### config.mk
export PLATFORM = sky130hd
export DESIGN_NAME = hit_judge
export DESIGN_NICKNAME = d
export VERILOG_FILES = /design/src/rtl/hom_pkg.sv /design/src/rtl/btn_sync_edge.sv /design/src/rtl/hit_judge.sv
export SDC_FILE = /design/constraint.sdc
export NUM_CORES = 1
export LEC_CHECK = 0
export ABC_AREA = 1
export BUFFER_PORTS_ARGS = -buffer_cell sky130_fd_sc_hd__buf_2
export CORE_ASPECT_RATIO = 0.7
export CORE_MARGIN = 5
export CORE_UTILIZATION = 59
export CTS_BUF_LIST = sky130_fd_sc_hd__clkbuf_4 sky130_fd_sc_hd__clkbuf_8 sky130_fd_sc_hd__clkbuf_16
export CTS_CLUSTER_SIZE = 40
export DETAILED_ROUTE_END_ITERATION = 6
export HOLD_SLACK_MARGIN = 0.03
export PLACE_DENSITY = 0.8
export SYNTH_ARGS = -nofsm -noshare
export SYNTH_HDL_FRONTEND = slang
export SYNTH_HIERARCHICAL = 1
export SYNTH_SLANG_ARGS = --single-unit
### constraint.sdc
create_clock -name clk -period 1.94 [get_ports clk]
set_input_delay 0.388 -clock clk [delete_from_list [all_inputs] [get_ports clk]]
set_output_delay 0.388 -clock clk [all_outputs]
set_load 0.005 [all_outputs]
### src/rtl/hom_pkg.sv
// Shared definitions for the hit-or-miss game blocks.
//   state_e   : judge FSM states
//   LED_W     : number of LEDs / buttons
//   is_onehot : true when exactly one bit of an LED vector is set
package hom_pkg;

  localparam int unsigned LED_W = 8;

  typedef enum logic [1:0] {
    IDLE  = 2'd0,
    ARMED = 2'd1,
    OVER  = 2'd2
  } state_e;

  function automatic logic is_onehot(input logic [LED_W-1:0] v);
    return (v != '0) && ((v & (v - LED_W'(1))) == '0);
  endfunction

endpackage

### src/rtl/btn_sync_edge.sv
// Two-flop synchroniser followed by a registered rising-edge detect.
//   clk, rst : clock, asynchronous active-high reset
//   btn_i    : raw asynchronous buttons
//   edge_o   : one-cycle pulse per press, 3 cycles after btn_i rises
module btn_sync_edge #(
  parameter int unsigned W = 1
) (
  input  logic         clk,
  input  logic         rst,
  input  logic [W-1:0] btn_i,
  output logic [W-1:0] edge_o
);

  logic [W-1:0] meta_q;
  logic [W-1:0] sync_q;
  logic [W-1:0] sync_dly_q;
  logic [W-1:0] edge_q;

  always_ff @(posedge clk or posedge rst) begin
    if (rst) begin
      meta_q     <= '0;
      sync_q     <= '0;
      sync_dly_q <= '0;
      edge_q     <= '0;
    end else begin
      meta_q     <= btn_i;
      sync_q     <= meta_q;
      sync_dly_q <= sync_q;
      edge_q     <= sync_q & ~sync_dly_q;
    end
  end

  assign edge_o = edge_q;

endmodule

### src/rtl/hit_judge.sv
// Hit-or-miss round judge: lights the presented target, opens a timed
// response window, judges button presses, and keeps score / miss count.
//   clk, rst     : clock, asynchronous active-high reset
//   target_valid : one-cycle pulse, new target presented
//   target       : one-hot target LED (sampled with target_valid)
//   btn          : raw asynchronous player buttons
//   led_on       : LED drive (0 idle, target when armed, all on when over)
//   hit_pulse    : one-cycle pulse, round won
//   miss_pulse   : one-cycle pulse, round lost
//   score        : saturating hit counter
//   misses       : miss counter
//   game_over    : high once misses reaches MAX_MISSES
module hit_judge
  import hom_pkg::*;
#(
  parameter int unsigned WINDOW_CYCLES = 100000000,
  parameter int unsigned MAX_MISSES    = 3,
  parameter int unsigned SCORE_W       = 8
) (
  input  logic               clk,
  input  logic               rst,
  input  logic               target_valid,
  input  logic [LED_W-1:0]   target,
  input  logic [LED_W-1:0]   btn,
  output logic [LED_W-1:0]   led_on,
  output logic               hit_pulse,
  output logic               miss_pulse,
  output logic [SCORE_W-1:0] score,
  output logic [3:0]         misses,
  output logic               game_over
);

  localparam int unsigned        TMR_W     = $clog2(WINDOW_CYCLES) + 1;
  localparam logic [TMR_W-1:0]   TMR_LAST  = TMR_W'(WINDOW_CYCLES - 1);
  localparam logic [SCORE_W-1:0] SCORE_MAX = '1;
  localparam logic [3:0]         MISS_LAST = 4'(MAX_MISSES - 1);

  state_e             state_q, state_d;
  logic [LED_W-1:0]   tgt_q, tgt_d;
  logic [TMR_W-1:0]   timer_q, timer_d;
  logic [SCORE_W-1:0] score_q, score_d;
  logic [3:0]         misses_q, misses_d;
  logic               hit_q, hit_d;
  logic               miss_q, miss_d;

  logic [LED_W-1:0]   btn_edge;
  logic               new_ok;

  btn_sync_edge #(.W(LED_W)) u_btn (
    .clk    (clk),
    .rst    (rst),
    .btn_i  (btn),
    .edge_o (btn_edge)
  );

  assign new_ok = target_valid && is_onehot(target);

  always_comb begin
    state_d  = state_q;
    tgt_d    = tgt_q;
    timer_d  = timer_q;
    score_d  = score_q;
    misses_d = misses_q;
    hit_d    = 1'b0;
    miss_d   = 1'b0;

    case (state_q)
      IDLE: begin
        if (new_ok) begin
          tgt_d   = target;
          timer_d = '0;
          state_d = ARMED;
        end
      end

      ARMED: begin
        timer_d = timer_q + TMR_W'(1);

        // Press beats timeout beats abandonment; a press arriving with a
        // new target is judged against the target already latched.
        if (btn_edge != '0) begin
          if (btn_edge == tgt_q) hit_d = 1'b1;
          else                   miss_d = 1'b1;
        end else if (timer_q == TMR_LAST) begin
          miss_d = 1'b1;
        end else if (target_valid) begin
          miss_d = 1'b1;
        end

        if (hit_d || miss_d) begin
          if (hit_d && (score_q != SCORE_MAX)) score_d = score_q + SCORE_W'(1);
          if (miss_d) misses_d = misses_q + 4'd1;

          if (miss_d && (misses_q == MISS_LAST)) begin
            state_d = OVER;
          end else if (new_ok) begin
            tgt_d   = target;
            timer_d = '0;
          end else begin
            state_d = IDLE;
          end
        end
      end

      OVER: begin
      end

      default: state_d = IDLE;
    endcase
  end

  always_ff @(posedge clk or posedge rst) begin
    if (rst) begin
      state_q  <= IDLE;
      tgt_q    <= '0;
      timer_q  <= '0;
      score_q  <= '0;
      misses_q <= '0;
      hit_q    <= 1'b0;
      miss_q   <= 1'b0;
    end else begin
      state_q  <= state_d;
      tgt_q    <= tgt_d;
      timer_q  <= timer_d;
      score_q  <= score_d;
      misses_q <= misses_d;
      hit_q    <= hit_d;
      miss_q   <= miss_d;
    end
  end

  always_comb begin
    case (state_q)
      ARMED:   led_on = tgt_q;
      OVER:    led_on = '1;
      default: led_on = '0;
    endcase
  end

  assign hit_pulse  = hit_q;
  assign miss_pulse = miss_q;
  assign score      = score_q;
  assign misses     = misses_q;
  assign game_over  = (state_q == OVER);

endmodule

==> run_results.csv, run 1 <==
group,metric,value,unit
timing,fin_hold_ws,0.05671,ns
drt,firstDrtPassIters,5,
yosys,synthDistinctLibCells,30,
layout,multi_input_area,1844,µm²
placement,dp_hpwl,6.646,mm
placement,place_area,4581,µm²
timing,fin_skew,0.01257,ns
yosys,synth-seq-cells,84,
min_path,holdCritPathClass,"in2async",
yosys,synthXorXnorAreaFrac,0.03115,
layout,post-route-cell-area,4964,µm²
yosys,syn_area_per_cell,8.080,µm²
yosys,synth_fp_nets,548,
global_route,grt_pass1_vias,3293,
yosys,muxShareOfSynthArea,0,
drt,drc_errors,0,
critical_path,crit_type,"reg2out",
layout,final_layout_size_suffix_gt1_frac,0.2167,
drt,drt-total-wl,9.299,mm
critical_path,crit_fanout,9,
yosys,synthAdderAreaFrac,0.02077,
drt,wire_per_inst,13.68,µm
critical_path,worstReg2RegStart,"timer_q[1]",
yosys,synth_area,4218,µm²
global_route,grt_overflow,0,
global_route,grt_max_degree,53,
critical_path,worst_ep_required_time,1.55,ns
critical_path,critPathArrivalTime,1.47,ns
clocking,htreeDepth,3,
yosys,synth_cells,522,
timing,tns,0,ns
clocking,cts_tree,"built",
timing,slew_viol_final,0,
die,initial_utilization,0.6157,
placement,gp_congestion,0.8923,
layout,fillerInstances,500,
job,drv_cap,0,
drt,drtAntennaViolNets,0,
die,dieArea,8967,µm²
layout,diodes,0,
clocking,ctsHoldBuffers,0,
critical_path,reg2reg_depth,12,
placement,io_buffers,41,
die,pin_count,42,
die,core,6850,µm²
yosys,synth-edff-count,0,
yosys,ys_warn_count,6,
layout,nNetsFinal,607,
drt,drtIter0Drc,291,
timing,worst_pin_slew,0.3905,ns
die,die_w,111.1,µm
layout,synthToLayoutAreaGrowth,17.68,%
drt,vias,3562,
clocking,cts.sinks,84,
run_status,status,"finished, final reports clean",
clocking,cts_buffers,9,
die,row_count,25,
yosys,ys_async_sr_fraction,1.000,
clocking,clk_pin_slew,0.09,ns
timing,fmax,0.5382,GHz
timing,setup_violations,0,
timing,timing.slew.headroom,0.7397,
global_route,grt_usage,0.2150,
critical_path,crit_path_start_kind,"register",
pwr,powerDensity,1080,nW/µm²
timing,period_needed,1.858,ns
timing,finalHoldViolCount,0,
timing,rsz0062_at_grt,"yes",
yosys,synth_compound_area_frac,0.04628,
layout,final_core_util,0.7246,
global_route,antenna_found_initial,0,
pwr,ir_drop,814.7,µV
timing,fin_crit_sh,0.9578,
die,die_y,80.74,µm
yosys,synth_top_family_by_area,"simple AND/OR/NAND/NOR gates",
yosys,yosysSeqAreaShare,0.4984,
yosys,synthFlopType,"dfrtp_1",
critical_path,r2r-end,"state_q[0]",
critical_path,r2r_slack,0.09,ns
clocking,clk_path_buf_depth,2,
layout,regArea,2102,µm²
drt,detail_route.vias_per_cell,5.238,
yosys,yosys.area_share.simple,0.3228,
clocking,cts.root.buffer_cell,"clkbuf_8",
global_route,grt_pass1_wl,15.22,mm
pwr,p_leak,2.653,nW
critical_path,cp-end-kind,"primary output",
clocking,clock_latency,0.37,ns
[cell usage in the layout (no fill, tap or decap)]
cell and count:
nand3_2 4, clkinvlp_4 2, nand2_1 137, nor3_1 6, nand4_2 1, buf_12 4, inv_1 58, buf_4 12
bufinv_16 2, xor2_1 7, nand2_4 2, nand3b_1 4, dfrtp_1 84, nand2_8 1, nand2_2 5, o21ai_0 8
nand4_4 1, ha_2 1, buf_6 1, xnor2_1 8, ha_1 4, nor2_4 6, inv_8 1, a21oi_1 26
nand3_1 40, nor3b_1 1, clkbuf_8 9, clkbuf_16 1, ha_4 2, nor2_1 63, o21ai_1 5, inv_2 9
nor4_1 2, buf_2 41, nand4_1 6, nor2_2 19, clkinv_4 1, inv_6 2
[cell usage after synthesis (2+ instances only)]
cell      instances  area, µm²
nand4_1           6      37.54
a21oi_1          26      130.1
o21ai_0           8      40.04
ha_1              7      87.58
buf_2             2      10.01
nor2_4            4      45.04
nand2_1         138      518.0
nand3b_1          4      30.03
nand2_2           6      37.54
o21ai_1           5      25.02
buf_6             2      22.52
nand3_2           3      30.03
nand3_1          41      205.2
clkbuf_1          2      7.510
nor2_2           19      118.9
nor2_1           65      244.0
dfrtp_1          84       2102
nor4_1            2      12.51
xnor2_1           8      70.07
inv_1            61      229.0
nor3_1            6      30.03
buf_4             4      30.03
xor2_1            7      61.31
inv_2             6      22.52
[sequential cells by signal, summed over array words and instances (netlist names)]
name              cells
tgt_q                 8
misses                4
timer_q              28
state_q               2
hit_pulse             1
u_btn/meta_q          8
miss_pulse            1
u_btn/sync_dly_q      8
score                 8
u_btn/sync_q          8
u_btn/edge_o          8
[final cells by class]
class,count,area share
Clock inverter,7,0.02092
Clock buffer,9,0.02496
Tap cell,94,0.02370
Timing Repair Buffer,59,0.08293
Multi-Input combinational cell,359,0.3716
Sequential cell,84,0.4235
Inverter,68,0.05243
[cell families after synthesis]
| family | after synthesis |
|---|---|
| and+or+nand+nor | 298 |
| DFF | 84 |
| buffers and inverters | 79 |
| AOI/OAI and AO/OA | 39 |
| xor gates and xnor gates | 15 |
| adders and majority gates | 7 |
[power by group]
group,internal (mW),switching (mW),total [mW]
logic,0.668,1.01,1.67
registers,2.02,0.261,2.28
clock network,0.742,0.660,1.40
total,3.43,1.93,5.36
[metal layers]
layer	global-route usage	part of all wire	wire length [µm]
met1	0.2923	0.45	4158
met2	0.3517	0.48	4467
met3	0.05138	0.059	545
met4	0.06197	0.014	128
met5	0	0	0
[worst max-delay path: stages (launching register included)]
cell	delay, ns
dfrtp_1	0.41
inv_1	0.10
ha_2	0.23
clkinv_4	0.10
a21oi_1	0.15
buf_2	0.13
[stage by stage]
stage | worst slack, ns | power, mW | cells
2_1_floorplan | 0.1977 | 3.269 | 522
3_3_place_gp | 0.08539 | 3.755 | 656
3_5_place_dp | 0.002209 | 3.851 | 656
4_1_cts | 0.002276 | 5.295 | 672
5_1_grt | -0.03496 | 5.694 | 680
6_report | 0.08186 | 5.360 | 680
[timing repair]
action	CTS	global route
hold endpoints to repair	0	0
setup endpoints to repair	9	35
resized for setup	5	14
pin swaps	0	3
setup buffers	0	7
gates cloned	0	1
[worst max path at each step]
| stage | startpoint | endpoint |
|---|---|---|
| after floorplan | state_q[1] | led_on[7] |
| final | state_q[0] | led_on[0] |
| after global placement | timer_q[0] | timer_q[4] |
| after detailed placement | target[0] | state_q[0] |
| after global routing | timer_q[1] | timer_q[4] |
| after CTS | state_q[0] | led_on[2] |
(Power assumes the default switching activity.)
==> inputs of run 2 (changes only) <==
--- a/config.mk
+++ b/config.mk
@@ -5,7 +5,6 @@
 export SDC_FILE = /design/constraint.sdc
 export NUM_CORES = 1
 export LEC_CHECK = 0
-export ABC_AREA = 1
 export BUFFER_PORTS_ARGS = -buffer_cell sky130_fd_sc_hd__buf_2
 export CORE_ASPECT_RATIO = 0.7
 export CORE_MARGIN = 5
@@ -15,6 +14,7 @@
 export DETAILED_ROUTE_END_ITERATION = 6
 export HOLD_SLACK_MARGIN = 0.03
 export PLACE_DENSITY = 0.8
+export REMOVE_ABC_BUFFERS = 1
 export SYNTH_ARGS = -nofsm -noshare
 export SYNTH_HDL_FRONTEND = slang
 export SYNTH_HIERARCHICAL = 1
==> run_results.csv, run 2 <==
group,metric,value,unit
die,pin_count,42,
layout,synthToLayoutAreaGrowth,48.07,%
global_route,antenna_found_initial,1,
yosys,yosysSeqAreaShare,0.5144,
timing,slew_viol_final,0,
critical_path,critPathArrivalTime,3.06,ns
yosys,synth_cells,360,
timing,timing.slew.headroom,0.4086,
global_route,grt_overflow,0,
yosys,synthDistinctLibCells,56,
clocking,cts.root.buffer_cell,"clkbuf_8",
placement,place_ws,-1.009,ns
timing,tns,-36.99,ns
timing,finalWorstSetupSlack,-0.8152,ns
clocking,cts_buffers,9,
critical_path,cp_num_buf_inv,2,
critical_path,worst_ep_required_time,2.25,ns
layout,final_layout_size_suffix_gt1_frac,0.5019,
global_route,grt_pass1_wl,19.66,mm
run_status,status,"complete, but fails checks",
drt,drtAntennaViolNets,0,
clocking,cts.sinks,84,
placement,gp_congestion,0.8496,
drt,drc_errors,4,
drt,drt-total-wl,16.73,mm
layout,fillerInstances,247,
die,die_w,109.5,µm
timing,finalHoldViolCount,0,
timing,fin_crit_sh,1.420,
yosys,syn_area_per_cell,11.35,µm²
yosys,ys_warn_count,6,
timing,period_needed,2.755,ns
yosys,yosys.area_share.simple,0.2226,
layout,nNetsFinal,549,
yosys,synth_compound_area_frac,0.1307,
die,initial_utilization,0.6048,
yosys,synth-edff-count,0,
timing,rsz0062_at_grt,"yes",
global_route,grt_pass1_vias,3872,
yosys,synth_area,4086,µm²
critical_path,cp-end-kind,"register",
job,drv_cap,0,
layout,final_common_cell,"buf_4",
layout,largest_reg_flops,28,
yosys,synth_top_area_share,0.5144,
yosys,muxShareOfSynthArea,0.03674,
drt,drtIter0Drc,615,
run_status,violations,"DRC, setup timing",
pwr,ir_drop,835.7,µV
critical_path,critPathMaxStageDelay,0.71,ns
clocking,htreeDepth,3,
yosys,yosysMostFrequentCell,"dfrtp_1",
critical_path,crit_path_start_kind,"register",
drt,firstDrtPassIters,7,
critical_path,crit_fanout,4,
yosys,synth_top_family_by_area,"simple AND/OR/NAND/NOR gates",
yosys,synthFlopType,"dfrtp_1",
yosys,yosys-top-cells-count,"dfrtp_1 (84), a21oi_1 (26), nand2_1 (21), nor2b_1 (13), xor2_1 (13)",
timing,fin_skew,0.02395,ns
timing,worst_pin_slew,0.8804,ns
drt,detail_route.vias_per_cell,6.891,
layout,top_register,"timer_q",
yosys,ys_async_sr_fraction,1.000,
drt,wire_per_inst,26.90,µm
clocking,clk_pin_slew,0.10,ns
yosys,synthAdderAreaFrac,0.02388,
yosys,synthTopCellsByArea,"dfrtp_1 (51%), a21oi_1 (3.2%), xor2_1 (2.8%)",
timing,setup_violations,60,
placement,io_buffers,41,
clocking,clk_path_buf_depth,2,
yosys,yosys.area.top_type,"dfrtp_1",
yosys,synth-seq-cells,84,
die,die_y,79.63,µm
die,core,6756,µm²
die,dieArea,8717,µm²
critical_path,critPathSlowestCell,"nor4_1",
pwr,p_leak,2.794,nW
clocking,clock_latency,0.40,ns
critical_path,worstPathCellList,"nand4_1 > nor4_1 > a31oi_4 > buf_4 > buf_6 > nand4b_4 > nor4_2 > xor2_1",
global_route,grt_usage,0.2978,
critical_path,crit_type,"reg2reg",
critical_path,crit_family,"simple AND/OR/NAND/NOR gates",
pwr,finalPower,6.235,mW
yosys,synthXorXnorAreaFrac,0.03858,
timing,fin_hold_ws,0.1012,ns
clocking,cts_tree,"built",
layout,diodes,0,
layout,layout_common_cells,"buf_4 (100), dfrtp_1 (84), buf_2 (40), nand2_1 (21), a21oi_2 (18)",
die,row_count,25,
drt,vias,4286,
pwr,powerDensity,1030,nW/µm²
global_route,grt_max_degree,39,
timing,fmax,0.3630,GHz
min_path,holdCritPathClass,"in2reg",
placement,dp_hpwl,7.574,mm
run 2: cell types whose count changed after synthesis, moves of 9 or more:
| cell | delta |
|---|---|
| nor2b_1 | +13 |
| nor2_1 | -55 |
| nand3_1 | -29 |
| or4_1 | +11 |
| nand2_1 | -117 |
| inv_1 | -51 |
| and3_1 | +9 |
| o31ai_1 | +10 |
| nor2_2 | -19 |
run 2: logic make-up (layout without fill, tap and decap cells):
| logic type | count (synthesis) | count (layout) |
|---|---|---|
| AND/OR/NAND/NOR | 139 | 140 |
| flip-flops | 84 | 84 |
| AO/OA/AOI/OAI | 75 | 76 |
| buffers and inverters | 24 | 190 |
| XOR/XNOR | 18 | 18 |
| multiplexers | 12 | 12 |
| adder cells (fa/ha/maj) | 8 | 8 |
run 2: metrics by stage:
stage                 util  area [µm²]  cells
floorplan                -        3989    346
global placement    0.7507        5072    579
detailed placement  0.7507        5072    579
CTS                 0.8094        5469    600
global route        0.8956        6051    622
finish              0.8956        6051    622
run 2: path summary, 6_finish.rpt:
check / start / endpoint / slack [ns] / cells past startpoint
worst max register to register: timer_q[16] / score[7] / -0.82 / 8
worst min register to register: u_btn/meta_q[7] / u_btn/sync_q[7] / 0.36 / 0
worst min-delay path: btn[7] / u_btn/meta_q[7] / 0.10 / 1
max in group asynchronous: rst / timer_q[24] / 0.72 / 4
worst max-delay path: timer_q[16] / score[7] / -0.82 / 8
min in group asynchronous: rst / u_btn/sync_q[3] / 0.57 / 4
run 2: per-layer routing:
layer / share of wire / GRT usage
met5: 0.00048 / 0
met4: 0.083 / 0.1382
met3: 0.12 / 0.07437
met2: 0.45 / 0.4927
met1: 0.34 / 0.3670
run 2: final cells by class:
type                            instances  area (µm²)  share of cell area
Tap cell                               94       117.6             0.01944
Multi-Input combinational cell        254        2282              0.3772
Inverter                               10       37.54            0.006203
Timing Repair Buffer                  164        1316              0.2175
Sequential cell                        84        2102              0.3474
Clock buffer                            9       123.9             0.02047
Clock inverter                          7       71.32             0.01179
run 2: repair_timing:
| action | CTS | global route |
|---|---|---|
| gates resized for setup | 25 | 72 |
| endpoints found under the hold margin | 7 | 0 |
| endpoints found under the setup margin | 59 | 59 |
| setup buffers | 4 | 20 |
| hold buffers | 1 | 0 |
| pin swaps | 6 | 22 |
| gates cloned | 1 | 4 |
run 2: report_power, final:
| group | internal (mW) | leakage, nW | switching, mW |
|---|---|---|---|
| sequential | 1.92 | 1.09 | 0.169 |
| combinational | 1.44 | 1.61 | 1.40 |
| clock | 0.513 | 0.102 | 0.794 |
| total | 3.87 | 2.79 | 2.37 |
==> inputs of run 3 (changes only) <==
--- a/config.mk
+++ b/config.mk
@@ -5,7 +5,7 @@
 export SDC_FILE = /design/constraint.sdc
 export NUM_CORES = 1
 export LEC_CHECK = 0
-export BUFFER_PORTS_ARGS = -buffer_cell sky130_fd_sc_hd__buf_2
+export BUFFER_PORTS_ARGS = -buffer_cell sky130_fd_sc_hd__clkbuf_2
 export CORE_ASPECT_RATIO = 0.7
 export CORE_MARGIN = 5
 export CORE_UTILIZATION = 59
==> run_results.csv, run 3 (synthesized netlist as in run 2, its figures left out) <==
group,metric,value,unit
critical_path,critPathMaxStageDelay,0.51,ns
clocking,cts.sinks,84,
pwr,p_leak,2.857,nW
die,die_w,109.5,µm
critical_path,worstReg2RegStart,"u_btn/edge_o[1]",
critical_path,cp-end-kind,"register",
clocking,cts_buffers,9,
die,row_count,25,
global_route,grt_usage,0.3557,
layout,regArea,2102,µm²
layout,diodes,0,
die,dieArea,8717,µm²
min_path,worstHoldEndpoint,"u_btn/meta_q[0]",
layout,final_common_cell,"buf_4",
placement,dp_hpwl,7.104,mm
timing,finalHoldViolCount,0,
die,core,6756,µm²
placement,gp_congestion,0.8314,
clocking,cts_tree,"built",
critical_path,crit_family,"simple AND/OR/NAND/NOR gates",
global_route,grt_max_degree,53,
global_route,grt_overflow,0,
timing,slew_viol_final,0,
timing,fin_skew,0.01196,ns
critical_path,cp_num_buf_inv,2,
clocking,clk_path_buf_depth,2,
drt,drc_errors,0,
timing,timing.slew.headroom,0.6053,
layout,final_core_util,0.9144,
placement,io_buffers,41,
timing,setup_violations,59,
clocking,cts.root.buffer_cell,"clkbuf_8",
pwr,ir_drop,813.3,µV
clocking,clock_latency,0.39,ns
timing,rsz0062_at_grt,"yes",
critical_path,worstPathCellList,"nor4_2 > buf_4 > nand3_4 > a31oi_4 > nor4b_4 > buf_4 > nor3b_4 > mux2_4",
timing,fmax,0.3793,GHz
drt,detail_route.vias_per_cell,7.107,
drt,vias,4392,
layout,layout_common_cells,"buf_4 (92), dfrtp_1 (84), clkbuf_2 (35), nand2_1 (20), buf_6 (19)",
critical_path,critPathArrivalTime,2.91,ns
critical_path,r2r-end,"tgt_q[4]",
global_route,antenna_found_initial,0,
critical_path,r2r_slack,-0.70,ns
critical_path,critPathSlowestCell,"nor3b_4",
timing,finalWorstSetupSlack,-0.6963,ns
timing,fin_crit_sh,1.359,
pwr,powerDensity,1066,nW/µm²
global_route,grt_pass1_wl,22.87,mm
drt,drtIter0Drc,714,
critical_path,crit_fanout,6,
drt,firstDrtPassIters,7,
min_path,hold_depth,1,
global_route,grt_pass1_vias,4209,
run_status,violations,"setup timing",
run_status,status,"complete, but fails checks",
critical_path,crit_path_start_kind,"register",
layout,largest_reg_flops,28,
clocking,clk_pin_slew,0.10,ns
layout,nNetsFinal,545,
layout,multi_input_area,2392,µm²
min_path,min_from,"btn[0]",
layout,final_layout_size_suffix_gt1_frac,0.5172,
layout,synthToLayoutAreaGrowth,51.19,%
die,initial_utilization,0.6048,
timing,period_needed,2.636,ns
layout,fillerInstances,219,
placement,place_ws,-0.9471,ns
critical_path,reg2reg_depth,8,
timing,worst_pin_slew,0.5901,ns
clocking,htreeDepth,3,
critical_path,cp_common_cell,"buf_4",
critical_path,worst_ep_required_time,2.22,ns
die,pin_count,42,
layout,top_register,"timer_q",
min_path,holdCritPathClass,"in2reg",
job,drv_cap,0,
die,die_y,79.63,µm
drt,drtAntennaViolNets,0,
critical_path,crit_type,"reg2reg",
drt,wire_per_inst,28.53,µm
drt,drt-total-wl,17.63,mm
## run 3: final cells by class
class                      instances  share of cell area
inverter                          10            0.006075
multi-input combinational        254              0.3872
clock buffer                       9             0.02005
sequential                        84              0.3402
clock inverter                     7             0.01701
timing repair buffer             160              0.2104
tap                               94             0.01904
## run 3: stage by stage
step           cells  area, µm²  TNS (ns)  power [mW]  hold slack, ns
4_1_cts          604       5749    -18.47       5.614          0.1091
3_5_place_dp     571       5012    -36.94       3.650          0.3405
5_1_grt          618       6178    -31.50       6.721         0.09152
3_3_place_gp     571       5012    -33.51       3.566          0.3320
6_report         618       6178    -30.52       6.584         0.09345
2_1_floorplan    346       3989    -39.40       2.850          0.3312
## run 3: report_power, final
part	switching [mW]	total, mW	internal, mW	leakage (nW)
Combinational	1.49	2.99	1.51	1.66
Clock	0.756	1.50	0.745	0.112
Sequential	0.174	2.09	1.92	1.09
Total	2.42	6.58	4.17	2.86
## run 3: layer usage
metal	vias to the layer above	part of all wire	GRT usage
met2	496	0.44	0.5560
li1	1644	-	-
met3	205	0.13	0.1043
met4	0	0.096	0.2354
met1	2047	0.33	0.4270
met5	-	0	0
## run 3: repair_timing
item | 4_1_cts | 5_1_grt
endpoints found under the setup margin | 60 | 59
pin swaps | 19 | 19
hold endpoints to repair | 8 | 0
hold buffers | 1 | 0
resized for setup | 75 | 60
cloned | 2 | 4
setup buffers | 15 | 12
## run 3: worst max path at each step
stage | start | to | depth (start not counted)
final | u_btn/edge_o[1] | tgt_q[4] | 8
after global routing | u_btn/edge_o[3] | tgt_q[2] | 8
after CTS | target[0] | timer_q[0] | 9
after detailed placement | target[0] | timer_q[8] | 8
after global placement | target[0] | timer_q[0] | 9
after floorplan | target[0] | timer_q[0] | 6
## run 3: worst register-to-register path: cells and delay by family, from the launching register on
kind	cells	cell delay, ns
muxes	1	0.36
buffers and inverters	2	0.37
DFF	1	0.46
AOI/OAI and AO/OA	1	0.30
and+or+nand+nor	4	1.03
